--- config.mk ---
export PLATFORM = sky130hd
export DESIGN_NAME = dcache_refill_responder
export DESIGN_NICKNAME = d
export VERILOG_FILES = /design/src/rtl/dcache_refill_responder.sv
export SDC_FILE = /design/constraint.sdc
export NUM_CORES = 1
export LEC_CHECK = 0
export ABC_CLOCK_PERIOD_IN_PS = 3170
export CORE_MARGIN = 3
export CORE_UTILIZATION = 47
export CTS_CLUSTER_DIAMETER = 150
export DETAILED_ROUTE_END_ITERATION = 6
export GPL_ROUTABILITY_DRIVEN = 1
export HOLD_SLACK_MARGIN = 0.03
export PLACE_DENSITY = 0.79
export RECOVER_POWER = 25
export SYNTH_ARGS = -nofsm -noshare
export SYNTH_HDL_FRONTEND = slang
export SYNTH_SLANG_ARGS = --single-unit
export TNS_END_PERCENT = 1
--- constraint.sdc ---
create_clock -name clk -period 3.17 [get_ports clk]
set_clock_uncertainty 0.05 [all_clocks]
set_input_delay 0.317 -clock clk [delete_from_list [all_inputs] [get_ports clk]]
set_output_delay 0.317 -clock clk [all_outputs]
set_load 0.01 [all_outputs]
--- src/rtl/dcache_refill_responder.sv ---
// Purpose: memory-side responder that drains dirty writebacks and refills missed blocks as 4-beat bursts.
// Latency: miss seen in IDLE at cycle 0 -> repair_resolved at cycle 6 minimum; writeback -> wb_ack at cycle 6 minimum.
// Backpressure: holds command/write beat while mem_req_ready/mem_wready low; read beats have no backpressure and gaps are tolerated.
module dcache_refill_responder #(
    parameter int ADDR_W     = 32,
    parameter int BLOCK_BITS = 128,
    parameter int BEAT_BITS  = 32
) (
    input  logic                  clk,
    input  logic                  rst,
    input  logic                  i_miss_req,
    input  logic [ADDR_W-1:0]     i_miss_addr,
    output logic                  o_repair_resolved,
    output logic [ADDR_W-1:0]     o_fill_addr,
    output logic [BLOCK_BITS-1:0] o_fill_data,
    input  logic                  i_wb_req,
    input  logic [ADDR_W-1:0]     i_wb_addr,
    input  logic [BLOCK_BITS-1:0] i_wb_data,
    output logic                  o_wb_ack,
    output logic                  o_mem_req_valid,
    input  logic                  i_mem_req_ready,
    output logic                  o_mem_req_we,
    output logic [ADDR_W-1:0]     o_mem_req_addr,
    output logic                  o_mem_wvalid,
    input  logic                  i_mem_wready,
    output logic [BEAT_BITS-1:0]  o_mem_wdata,
    input  logic                  i_mem_rvalid,
    input  logic [BEAT_BITS-1:0]  i_mem_rdata
);

    localparam int BEATS = BLOCK_BITS / BEAT_BITS;
    // Clears the byte-within-block offset bits.
    localparam logic [ADDR_W-1:0] ALIGN_MASK = ~ADDR_W'(BLOCK_BITS / 8 - 1);
    localparam logic [1:0] LAST_BEAT = 2'(BEATS - 1);

    typedef enum logic [2:0] {
        S_IDLE,
        S_WB_REQ,
        S_WB_DATA,
        S_WB_DONE,
        S_RD_REQ,
        S_RD_DATA,
        S_RESP
    } state_t;

    state_t                r_state;
    logic [1:0]            r_cnt;
    logic [ADDR_W-1:0]     r_wb_addr;
    logic [BLOCK_BITS-1:0] r_wb_data;
    logic [ADDR_W-1:0]     r_fill_addr;
    logic [BLOCK_BITS-1:0] r_fill_data;
    logic                  r_repair_resolved;
    logic                  r_wb_ack;
    logic                  r_mem_req_valid;
    logic                  r_mem_req_we;
    logic [ADDR_W-1:0]     r_mem_req_addr;
    logic                  r_mem_wvalid;
    logic [BEAT_BITS-1:0]  r_mem_wdata;

    logic [1:0]            w_cnt_inc;
    logic [BEAT_BITS-1:0]  w_wb_beat_next;

    assign w_cnt_inc      = r_cnt + 2'd1;
    // Beat presented after the current one is accepted; only used while the burst is not finished.
    assign w_wb_beat_next = r_wb_data[w_cnt_inc*BEAT_BITS +: BEAT_BITS];

    // Control FSM; every output is a register loaded for the state being entered.
    always_ff @(posedge clk) begin
        if (rst) begin
            r_state           <= S_IDLE;
            r_cnt             <= 2'd0;
            r_wb_addr         <= '0;
            r_wb_data         <= '0;
            r_fill_addr       <= '0;
            r_fill_data       <= '0;
            r_repair_resolved <= 1'b0;
            r_wb_ack          <= 1'b0;
            r_mem_req_valid   <= 1'b0;
            r_mem_req_we      <= 1'b0;
            r_mem_req_addr    <= '0;
            r_mem_wvalid      <= 1'b0;
            r_mem_wdata       <= '0;
        end else begin
            r_repair_resolved <= 1'b0;
            r_wb_ack          <= 1'b0;
            case (r_state)
                S_IDLE: begin
                    // Writeback first so memory never holds stale data when the refill reads it.
                    if (i_wb_req) begin
                        r_wb_addr       <= i_wb_addr & ALIGN_MASK;
                        r_wb_data       <= i_wb_data;
                        r_mem_req_valid <= 1'b1;
                        r_mem_req_we    <= 1'b1;
                        r_mem_req_addr  <= i_wb_addr & ALIGN_MASK;
                        r_state         <= S_WB_REQ;
                    end else if (i_miss_req) begin
                        r_fill_addr     <= i_miss_addr & ALIGN_MASK;
                        r_mem_req_valid <= 1'b1;
                        r_mem_req_we    <= 1'b0;
                        r_mem_req_addr  <= i_miss_addr & ALIGN_MASK;
                        r_state         <= S_RD_REQ;
                    end
                end
                S_WB_REQ: begin
                    if (i_mem_req_ready) begin
                        r_cnt           <= 2'd0;
                        r_mem_req_valid <= 1'b0;
                        r_mem_req_we    <= 1'b0;
                        r_mem_req_addr  <= '0;
                        r_mem_wvalid    <= 1'b1;
                        r_mem_wdata     <= r_wb_data[BEAT_BITS-1:0];
                        r_state         <= S_WB_DATA;
                    end
                end
                S_WB_DATA: begin
                    if (i_mem_wready) begin
                        r_cnt <= w_cnt_inc;
                        if (r_cnt == LAST_BEAT) begin
                            r_mem_wvalid <= 1'b0;
                            r_mem_wdata  <= '0;
                            r_wb_ack     <= 1'b1;
                            r_state      <= S_WB_DONE;
                        end else begin
                            r_mem_wdata <= w_wb_beat_next;
                        end
                    end
                end
                S_WB_DONE: begin
                    r_state <= S_IDLE;
                end
                S_RD_REQ: begin
                    if (i_mem_req_ready) begin
                        r_cnt           <= 2'd0;
                        r_mem_req_valid <= 1'b0;
                        r_mem_req_addr  <= '0;
                        r_state         <= S_RD_DATA;
                    end
                end
                S_RD_DATA: begin
                    if (i_mem_rvalid) begin
                        r_fill_data[r_cnt*BEAT_BITS +: BEAT_BITS] <= i_mem_rdata;
                        r_cnt <= w_cnt_inc;
                        if (r_cnt == LAST_BEAT) begin
                            r_repair_resolved <= 1'b1;
                            r_state           <= S_RESP;
                        end
                    end
                end
                S_RESP: begin
                    r_state <= S_IDLE;
                end
                default: begin
                    r_state <= S_IDLE;
                end
            endcase
        end
    end

    assign o_repair_resolved = r_repair_resolved;
    assign o_fill_addr       = r_fill_addr;
    assign o_fill_data       = r_fill_data;
    assign o_wb_ack          = r_wb_ack;
    assign o_mem_req_valid   = r_mem_req_valid;
    assign o_mem_req_we      = r_mem_req_we;
    assign o_mem_req_addr    = r_mem_req_addr;
    assign o_mem_wvalid      = r_mem_wvalid;
    assign o_mem_wdata       = r_mem_wdata;

endmodule

== Word level (Yosys, flattened, before mapping) ==
Index checks and enable logic that the tools add are counted.

* Register bits after elaboration: 358
* Input port bits: 231
* Output and inout port bits: 229
* Logic and storage cells: 86

* Add/subtract/negate cells: 2
* Eq/ne operators: 13
* Shift-type cells: 3
* Muxes and demuxes: 34
* Bitwise gates (word level): 5
* Reduce and logical (&&, ||, !) cells: 17

{| class="wikitable"
|+ Operator list
! operator !! number
|-
| 32-bit 2-to-1 mux || 6
|-
| 128-bit bitwise mux || 1
|-
| 32-bit case mux with 2 select lines || 2
|-
| 32-bit by 34-bit variable shift with 128-bit output, first input constant || 1
|-
| 128-bit by 8-bit indexed part select with 32-bit output || 1
|-
| 32-bit by 34-bit indexed part select with 128-bit output || 1
|-
| 7-bit negator with 34-bit output || 1
|-
| 3-bit 2-to-1 mux || 8
|-
| 3-bit case mux with 5 select lines || 1
|-
| 2-bit != test, second input constant || 6
|-
| 3-bit AND reduction || 4
|-
| 1-bit 2-to-1 mux || 9
|-
| 4-bit AND reduction || 2
|-
| 7-bit AND reduction || 1
|-
| 3-bit equality test, second input constant || 2
|-
| 2-bit 2-to-1 mux || 3
|-
| 1-bit case mux with 2 select lines || 3
|-
| 2-bit case mux with 3 select lines || 1
|-
| 2-bit nonzero test || 3
|-
| 3-bit OR reduction || 2
|-
| 1-bit inverter || 5
|-
| 2-bit AND reduction || 2
|-
| 3-bit by 1-bit equality test with 1-bit output, second input constant || 1
|-
| 3-bit by 2-bit equality test with 1-bit output, second input constant || 1
|-
| 7 further kinds || 7
|}

== Logic depth before layout (Yosys ltp) ==
Gate-level depths: netlist (run 1).

* Word-level depth: 5
* Gate-level depth with buffers: 10

== Worst setup path after synthesis (run 1) ==
No wires, ideal clock.

* Path type: register to register
* Start point: reg r_cnt[0]
* End point: reg r_mem_wdata[25] (netlist: o_mem_wdata[25])
* Library setup time: 141 ps
* Arrival time: 2240 ps
* Data required time: 2979 ps
* Setup slack: 740 ps
* Cell stages (with the launch flop): 10
* Path buffers: 4
* Cell sequence: dfxtp_1 -> buf_6 -> buf_8 -> inv_4 -> ha_1 -> buf_4 -> clkbuf_1 -> mux4_2 -> a211oi_1 -> nor3_2

* Word-level cells in the longest chain between the ends: 5
* Elaborated cells between the ends (all ways): 6

{| class="wikitable"
|+ RTL lines
! item !! line !! source
|-
| from (decl) || 47 || <nowiki>logic [1:0] r_cnt;</nowiki>
|-
| from (signal assigned) || 117 || <nowiki>r_cnt <= w_cnt_inc;</nowiki>
|-
| from (signal assigned) || 142 || <nowiki>r_cnt <= w_cnt_inc;</nowiki>
|-
| 2-bit by 1-bit adder with 2-bit output || 63 || <nowiki>assign w_cnt_inc = r_cnt + 2'd1;</nowiki>
|-
| 128-bit by 8-bit indexed part select with 32-bit output || 65 || <nowiki>assign w_wb_beat_next = r_wb_data[w_cnt_inc*BEAT_BITS +: BEAT_BITS];</nowiki>
|-
| 32-bit 2-to-1 mux (*) || 118 || <nowiki>if (r_cnt == LAST_BEAT) begin</nowiki>
|-
| 32-bit 2-to-1 mux (*) || 116 || <nowiki>if (i_mem_wready) begin</nowiki>
|-
| 32-bit case mux with 2 select lines (*) || 86 || <nowiki>case (r_state)</nowiki>
|-
| to (signal assigned) || 111 || <nowiki>r_mem_wdata <= r_wb_data[BEAT_BITS-1:0];</nowiki>
|-
| to (signal assigned) || 124 || <nowiki>r_mem_wdata <= w_wb_beat_next;</nowiki>
|-
| to (decl) || 58 || <nowiki>logic [BEAT_BITS-1:0] r_mem_wdata;</nowiki>
|}

Mark *: on every way between the ends. The rest lies on a longest branch, timed or not. The select of a mux whose other input is x is not followed.
A chain may end at the register's enable or synchronous reset.

== Worst setup path after layout (run 1) ==
* Start point: reg r_cnt[0]
* End point: reg r_fill_data[101] (netlist: o_fill_data[101])

* Word-level cells in the longest chain between the ends: 3
* Elaborated cells between the ends (all ways): 4

{| class="wikitable"
|+ RTL lines
! item !! line !! source
|-
| 7-bit negator with 34-bit output (*) || 141 || <nowiki>r_fill_data[r_cnt*BEAT_BITS +: BEAT_BITS] <= i_mem_rdata;</nowiki>
|-
| 32-bit by 34-bit indexed part select with 128-bit output / 32-bit by 34-bit variable shift with 128-bit output (equally long branches) || 141 ||
|-
| 128-bit bitwise mux (*) || 141 ||
|-
| to (signal, indexed assignment) || 141 ||
|-
| to (decl) || 51 || <nowiki>logic [BLOCK_BITS-1:0] r_fill_data;</nowiki>
|}

Mark *: on every way between the ends. The rest lies on a longest branch, timed or not.

==> results of run 1 <==
-- power by group --
part / switching [mW] / internal, mW / total, mW
registers: 0.380 / 5.05 / 5.43
logic: 2.76 / 1.94 / 4.70
clock network: 1.72 / 2.46 / 4.18
-- sequential cells by signal (all words and copies together), names as in the netlist, 2 cells and up --
register,cells
o_fill_addr,28
o_mem_req_addr,28
o_mem_wdata,32
r_state,3
o_fill_data,128
r_wb_data,128
r_cnt,2
-- worst min path at each step --
| stage | end | start | cells after the start |
|---|---|---|---|
| 6_report | r_wb_data[25] | rst | 2 |
| 5_1_grt | r_wb_data[121] | rst | 2 |
| 3_3_place_gp | o_fill_data[52] | o_fill_data[52] | 2 |
| 2_1_floorplan | r_wb_data[100] | r_wb_data[100] | 2 |
| 3_5_place_dp | r_wb_data[118] | r_wb_data[118] | 2 |
| 4_1_cts | o_mem_wvalid | rst | 2 |
-- critical path, delay by kind of cell (launching register included) --
kind | cells | cell delay, ns
simple gates | 3 | 1.61
fa+ha+maj | 1 | 0.51
flops | 1 | 0.47
compound gates | 1 | 0.11
buf+inv | 1 | 0.10
-- kinds of logic (layout without fill, tap and decap cells) --
group	after synthesis	after routing	synth area share
AO/OA/AOI/OAI	399	399	0.1632
XOR/XNOR	1	1	0.0005968
adder cells (fa/ha/maj)	6	6	0.005115
buffers and inverters	169	546	0.05805
flip-flops	354	354	0.4828
multiplexers	63	63	0.07271
other	1	16	0.0002555
AND/OR/NAND/NOR	701	701	0.2173
-- metal layers --
layer  vias up  track usage  part of all wire
met4         2       0.1240             0.042
met2       638       0.4676              0.50
met5         -            0           0.00023
met3       120      0.05202             0.080
met1      6637       0.3311              0.38
li1       6536            -                 -
-- placed cells by master, fill, tap and decap left out, types with 6 or more instances in the layout --
| cell type | count |
|---|---|
| mux4_2 | 32 |
| nand4_1 | 32 |
| a211oi_2 | 21 |
| o21a_1 | 33 |
| clkbuf_1 | 10 |
| diode_2 | 8 |
| a211oi_1 | 12 |
| clkbuf_16 | 37 |
| clkdlybuf4s50_1 | 300 |
| dfxtp_1 | 352 |
| nand3_1 | 90 |
| a22oi_1 | 34 |
| nor2_1 | 74 |
| clkbuf_8 | 10 |
| buf_12 | 6 |
| conb_1 | 8 |
| dlygate4sd3_1 | 141 |
| a21oi_1 | 283 |
| buf_4 | 27 |
| mux2_2 | 28 |
| nand2_1 | 439 |
| nor3_2 | 31 |
-- through the flow --
| step | setup WS (ns) | instances | cell area, µm² | hold slack, ns |
|---|---|---|---|---|
| global placement | 0.3700 | 2410 | 19170 | 0.3869 |
| CTS | 0.2542 | 2474 | 20330 | 0.2464 |
| floorplan | 0.7397 | 1701 | 14700 | 0.3831 |
| finish | 0.2561 | 2482 | 20350 | 0.2544 |
| global route | 0.04347 | 2482 | 20350 | 0.2787 |
| detailed placement | 0.2908 | 2410 | 19170 | 0.3931 |
-- area by class of cell --
class                   count  area (µm²)  share of cell area
clock inverters             7       62.56            0.003074
diodes                      8       20.02           0.0009838
well taps                 396       495.5             0.02435
flip-flops and latches    354        7089              0.3484
clock buffers              57        1101             0.05411
repair buffers            476        4757              0.2338
multi-input cells        1178        6798              0.3341
inverters                   6       25.02            0.001230
==> results.toml, run 1 <==
[worst_setup_path]
crit_required_ns = 3.56
end_kind = "flop"
regToRegSetupSlack_ns = 0.26
cp_max_fo = 27
path_cells = "inv_4 -> ha_2 -> nor3b_4 -> and4b_1 -> a22oi_1 -> nor2_1"
r2r-end = "o_fill_data[101]"
critPathLaunch = "r_cnt[0]"
cp_data_arrival_time_ns = 3.31
path_class = "reg -> reg"
start_kind = "flop"
reg2reg_depth = 6
cp-endpoint = "o_fill_data[101]"
slowest_stage = "nor3b_4"
rr_startpoint = "r_cnt[0]"
critPathMaxStageDelay_ns = 1.04

[floorplanning]
start_util = 0.4786
io_pins = 460
core_area_um2 = 30670
dieWidth_um = 182.7
die_h_um = 182.7
die_area_um2 = 33390
rows = 64

[timing]
max_freq_mhz = 343.2
hold_viol = 0
rsz0062_at_grt = "no"
finalSetupTns_ns = 0
drv_slew = 0
max_slew_margin = 0.1860
setup_violations = 0
finalCriticalPeriod_ns = 2.914
post-route-period-util = 0.9192
worst_pin_slew_ns = 1.218

[clock_network]
cts-htree-levels = 2
hold_buffers = 0
clockBufferDepth = 3
post_cts_buffers = 0
clk_pin_slew_worst_paths_ns = 0.06
clock-root-buffer = "clkbuf_16"
cts_resized = 0
numCtsBuffers = 37
cts_sinks = 354
insertion_delay_ns = 0.50
cts_tree = "yes"

[drt]
drtPass1Iterations = 5
routed_wl_um = 48070
vias_per_cell = 5.614
vias = 13933
wl_per_cell_um = 19.37
drc = 0
postRouteAntennaNets = 0
drt_iter0_markers = 996

[finish]
n_fill_cell = 2461
drive_gt1_frac = 0.1039
fin_util = 0.6635
num-nets-final = 2290
syn2layout_area_growth_pct = 38.63

[place]
io_buffers = 443
globalplace.congestion = 0.8660
dpl.hpwl_um = 32110

[synth]
synthTopCellsByArea = "dfxtp_1 (48%), nand2_1 (11%), a21oi_1 (9.6%)"
yosysMostFrequentCell = "nand2_1"
synth_commonest_cells = "nand2_1 (440), dfxtp_1 (354), a21oi_1 (283)"
synth_ff_type = "dfxtp_1"
synth-seq-area-share = 0.4828
yosysTopAreaCell = "dfxtp_1"
synth_area_um2 = 14680
ys_ff_latch = 354
syn_inst = 1694
ys.warnings.count = 0
ys_async_sr_fraction = 0
ys_types = 55
synth_top_area_frac = 0.4828
synth_edf_count = 0
synth.avg_cell_area_um2 = 8.665

[hold_path]
hold_path_class = "in -> reg"

[pwr]
vdd_drop_max_mv = 0.5268
total_power_mw = 14.31
p_leak_nw = 7.462
powerDensity_nw_per_um2 = 703.3

[global_routing]
grt_pass1_wl_um = 73770
antenna_found_initial = 9
grt_pass1_vias = 13472
grtUsageTotal = 0.2721
gr-total-overflow = 0
grt_max_degree = 98

[flow_run]
maxCapViolations = 0

[run_status]
status = "completed"
(Power assumes the default switching activity.)
==> inputs of run 2 (changes only) <==
--- a/config.mk
+++ b/config.mk
@@ -5,7 +5,7 @@
 export SDC_FILE = /design/constraint.sdc
 export NUM_CORES = 1
 export LEC_CHECK = 0
-export ABC_CLOCK_PERIOD_IN_PS = 3170
+export ABC_CLOCK_PERIOD_IN_PS = 3000
 export CORE_MARGIN = 3
 export CORE_UTILIZATION = 47
 export CTS_CLUSTER_DIAMETER = 150
==> constraint.sdc (replaced) <==
create_clock -name clk -period 3 [get_ports clk]
set_clock_uncertainty 0.05 [all_clocks]
set_input_delay 0.3 -clock clk [delete_from_list [all_inputs] [get_ports clk]]
set_output_delay 0.3 -clock clk [all_outputs]
set_load 0.01 [all_outputs]
==> run 2 against run 1 <==
Register-to-register slack better by 0.30 ns. Total power grew 7.6%. First-iteration DRC count rose by 9.6%. Via count increased by 0.50%. Sequential cell count unchanged. Global-route usage up 0.21 points. Critical endpoint is now o_mem_wdata[22]. Fmax up 19%. Sequential share of layout area decreased by 0.24 points.
==> results.toml, run 2 (synthesis gave the netlist of run 1 again) <==
[clock_network]
cts_resized = 0
hold_buffers = 0
cts_tree = "yes"
post_cts_buffers = 0
cts-htree-levels = 2
clk_pin_slew_worst_paths_ns = 0.06
numCtsBuffers = 38
clock-root-buffer = "clkbuf_16"
insertion_delay_ns = 0.53
cts_sinks = 354
clockBufferDepth = 3

[finish]
layout_common_cells = "nand2_1 (439), dfxtp_1 (352), clkdlybuf4s50_1 (303)"
multiInputGateArea_um2 = 6795
mostFrequentLayoutCell = "nand2_1"
syn2layout_area_growth_pct = 39.59
num-nets-final = 2299
seq_area_um2 = 7089
drive_gt1_frac = 0.1092
n_fill_cell = 2475
fin_util = 0.6680
fin_area_um2 = 20490

[timing]
finalCriticalPeriod_ns = 2.440
max_freq_mhz = 409.8
max_slew_margin = 0.1555
rsz0062_at_grt = "no"
setup_violations = 0
worst_pin_slew_ns = 1.264
post-route-period-util = 0.8134
finalSetupTns_ns = 0
drv_slew = 0
hold_viol = 0

[drt]
wl_per_cell_um = 19.34
postRouteAntennaNets = 0
drc = 0
vias_per_cell = 5.628
routed_wl_um = 48110
drtPass1Iterations = 5
vias = 14002
drt_iter0_markers = 1092

[pwr]
p_sw_frac = 0.3367
seqPwrFrac = 0.370
p_clk_frac = 0.305
p_leak_nw = 7.526
vdd_drop_max_mv = 0.4923
combPwrFrac = 0.325
powerDensity_nw_per_um2 = 751.9
internal_power_mw = 10.22
p_switching_mw = 5.187

[global_routing]
grt_max_degree = 96
gr-total-overflow = 0
grt_pass1_wl_um = 74360
antenna_found_initial = 6
grt_pass1_vias = 13643
grtUsageTotal = 0.2742

[worst_setup_path]
r2r-end = "o_mem_wdata[22]"
critPathMaxStageDelay_ns = 0.74
cp_top_family = "adder cells"
slowest_stage = "ha_2"
cp_data_arrival_time_ns = 2.79
regToRegSetupSlack_ns = 0.56
path_class = "reg -> reg"
start_kind = "flop"
crit_required_ns = 3.35
path_cells = "inv_1 -> ha_2 -> buf_4 -> mux4_2 -> a211oi_2 -> nor3_2"
end_kind = "flop"
cp.buffers_inverters = 2
rr_startpoint = "r_cnt[1]"
cp_max_fo = 20
reg2reg_depth = 6

[run_status]
status = "completed"

[floorplanning]
start_util = 0.4786
dieWidth_um = 182.7
die_area_um2 = 33390
io_pins = 460
core_area_um2 = 30670
die_h_um = 182.7
rows = 64

[hold_path]
hold_end = "o_mem_req_addr[5]"
holdCritStartpoint = "rst"
hold_depth = 2
hold_path_class = "in -> reg"

[place]
dpl.hpwl_um = 32260
place_area_um2 = 19230
io_buffers = 443
globalplace.congestion = 0.8538

[flow_run]
maxCapViolations = 0
-- run 2: power by group through the flow --
| stage | Clock (mW) | Sequential (mW) | Combinational, mW |
|---|---|---|---|
| floorplan | 0 | 5.83 | 3.26 |
| global placement | 0 | 5.76 | 4.97 |
| detailed placement | 0 | 5.79 | 5.07 |
| CTS | 4.76 | 5.70 | 5.10 |
| global route | 4.98 | 5.77 | 5.46 |
| finish | 4.70 | 5.70 | 5.01 |
-- run 2: worst max path at each step --
stage	from	endpoint	slack, ns	cells after the start
after global placement	r_cnt[1]	o_mem_wdata[12]	0.60	6
after detailed placement	r_cnt[1]	o_mem_wdata[15]	0.54	6
after global routing	r_cnt[1]	o_mem_wdata[16]	0.38	6
final	r_cnt[1]	o_mem_wdata[22]	0.56	6
after CTS	r_cnt[1]	o_mem_wdata[22]	0.53	6
after floorplan	r_cnt[0]	o_mem_wdata[25]	0.57	9
-- run 2: area by class of cell --
type                       count  area share
inverter                       6    0.001221
timing repair buffer         484      0.2349
clock buffer                  53     0.05356
tap                          396     0.02418
antenna                        5   0.0006107
clock inverter                12    0.007817
multi-input combinational   1178      0.3317
sequential                   354      0.3460
-- run 2: worst reg2reg max path, stage by stage (launching register included) --
cell and delay, ns:
dfxtp_1 0.37, inv_1 0.10, ha_2 0.74, buf_4 0.37
mux4_2 0.34, a211oi_2 0.27, nor3_2 0.07
-- run 2: metal layers --
metal  track usage  part of all wire  vias to the layer above
met2        0.4572              0.49                      699
met3       0.05940             0.087                      144
met4        0.1307             0.045                        2
met5             0           0.00015                        -
met1        0.3388              0.38                     6603
li1              -                 -                     6554
-- run 2: per-stage QoR --
stage               worst slack (ns)  instances  power [mW]  hold slack [ns]
finish                        0.5597       2488       15.41           0.1633
global route                  0.3753       2488       16.21           0.2053
CTS                           0.5324       2483       15.57           0.1963
detailed placement            0.5355       2418       10.87           0.3936
global placement              0.5951       2418       10.73           0.3880
floorplan                     0.5697       1701       9.081           0.3831
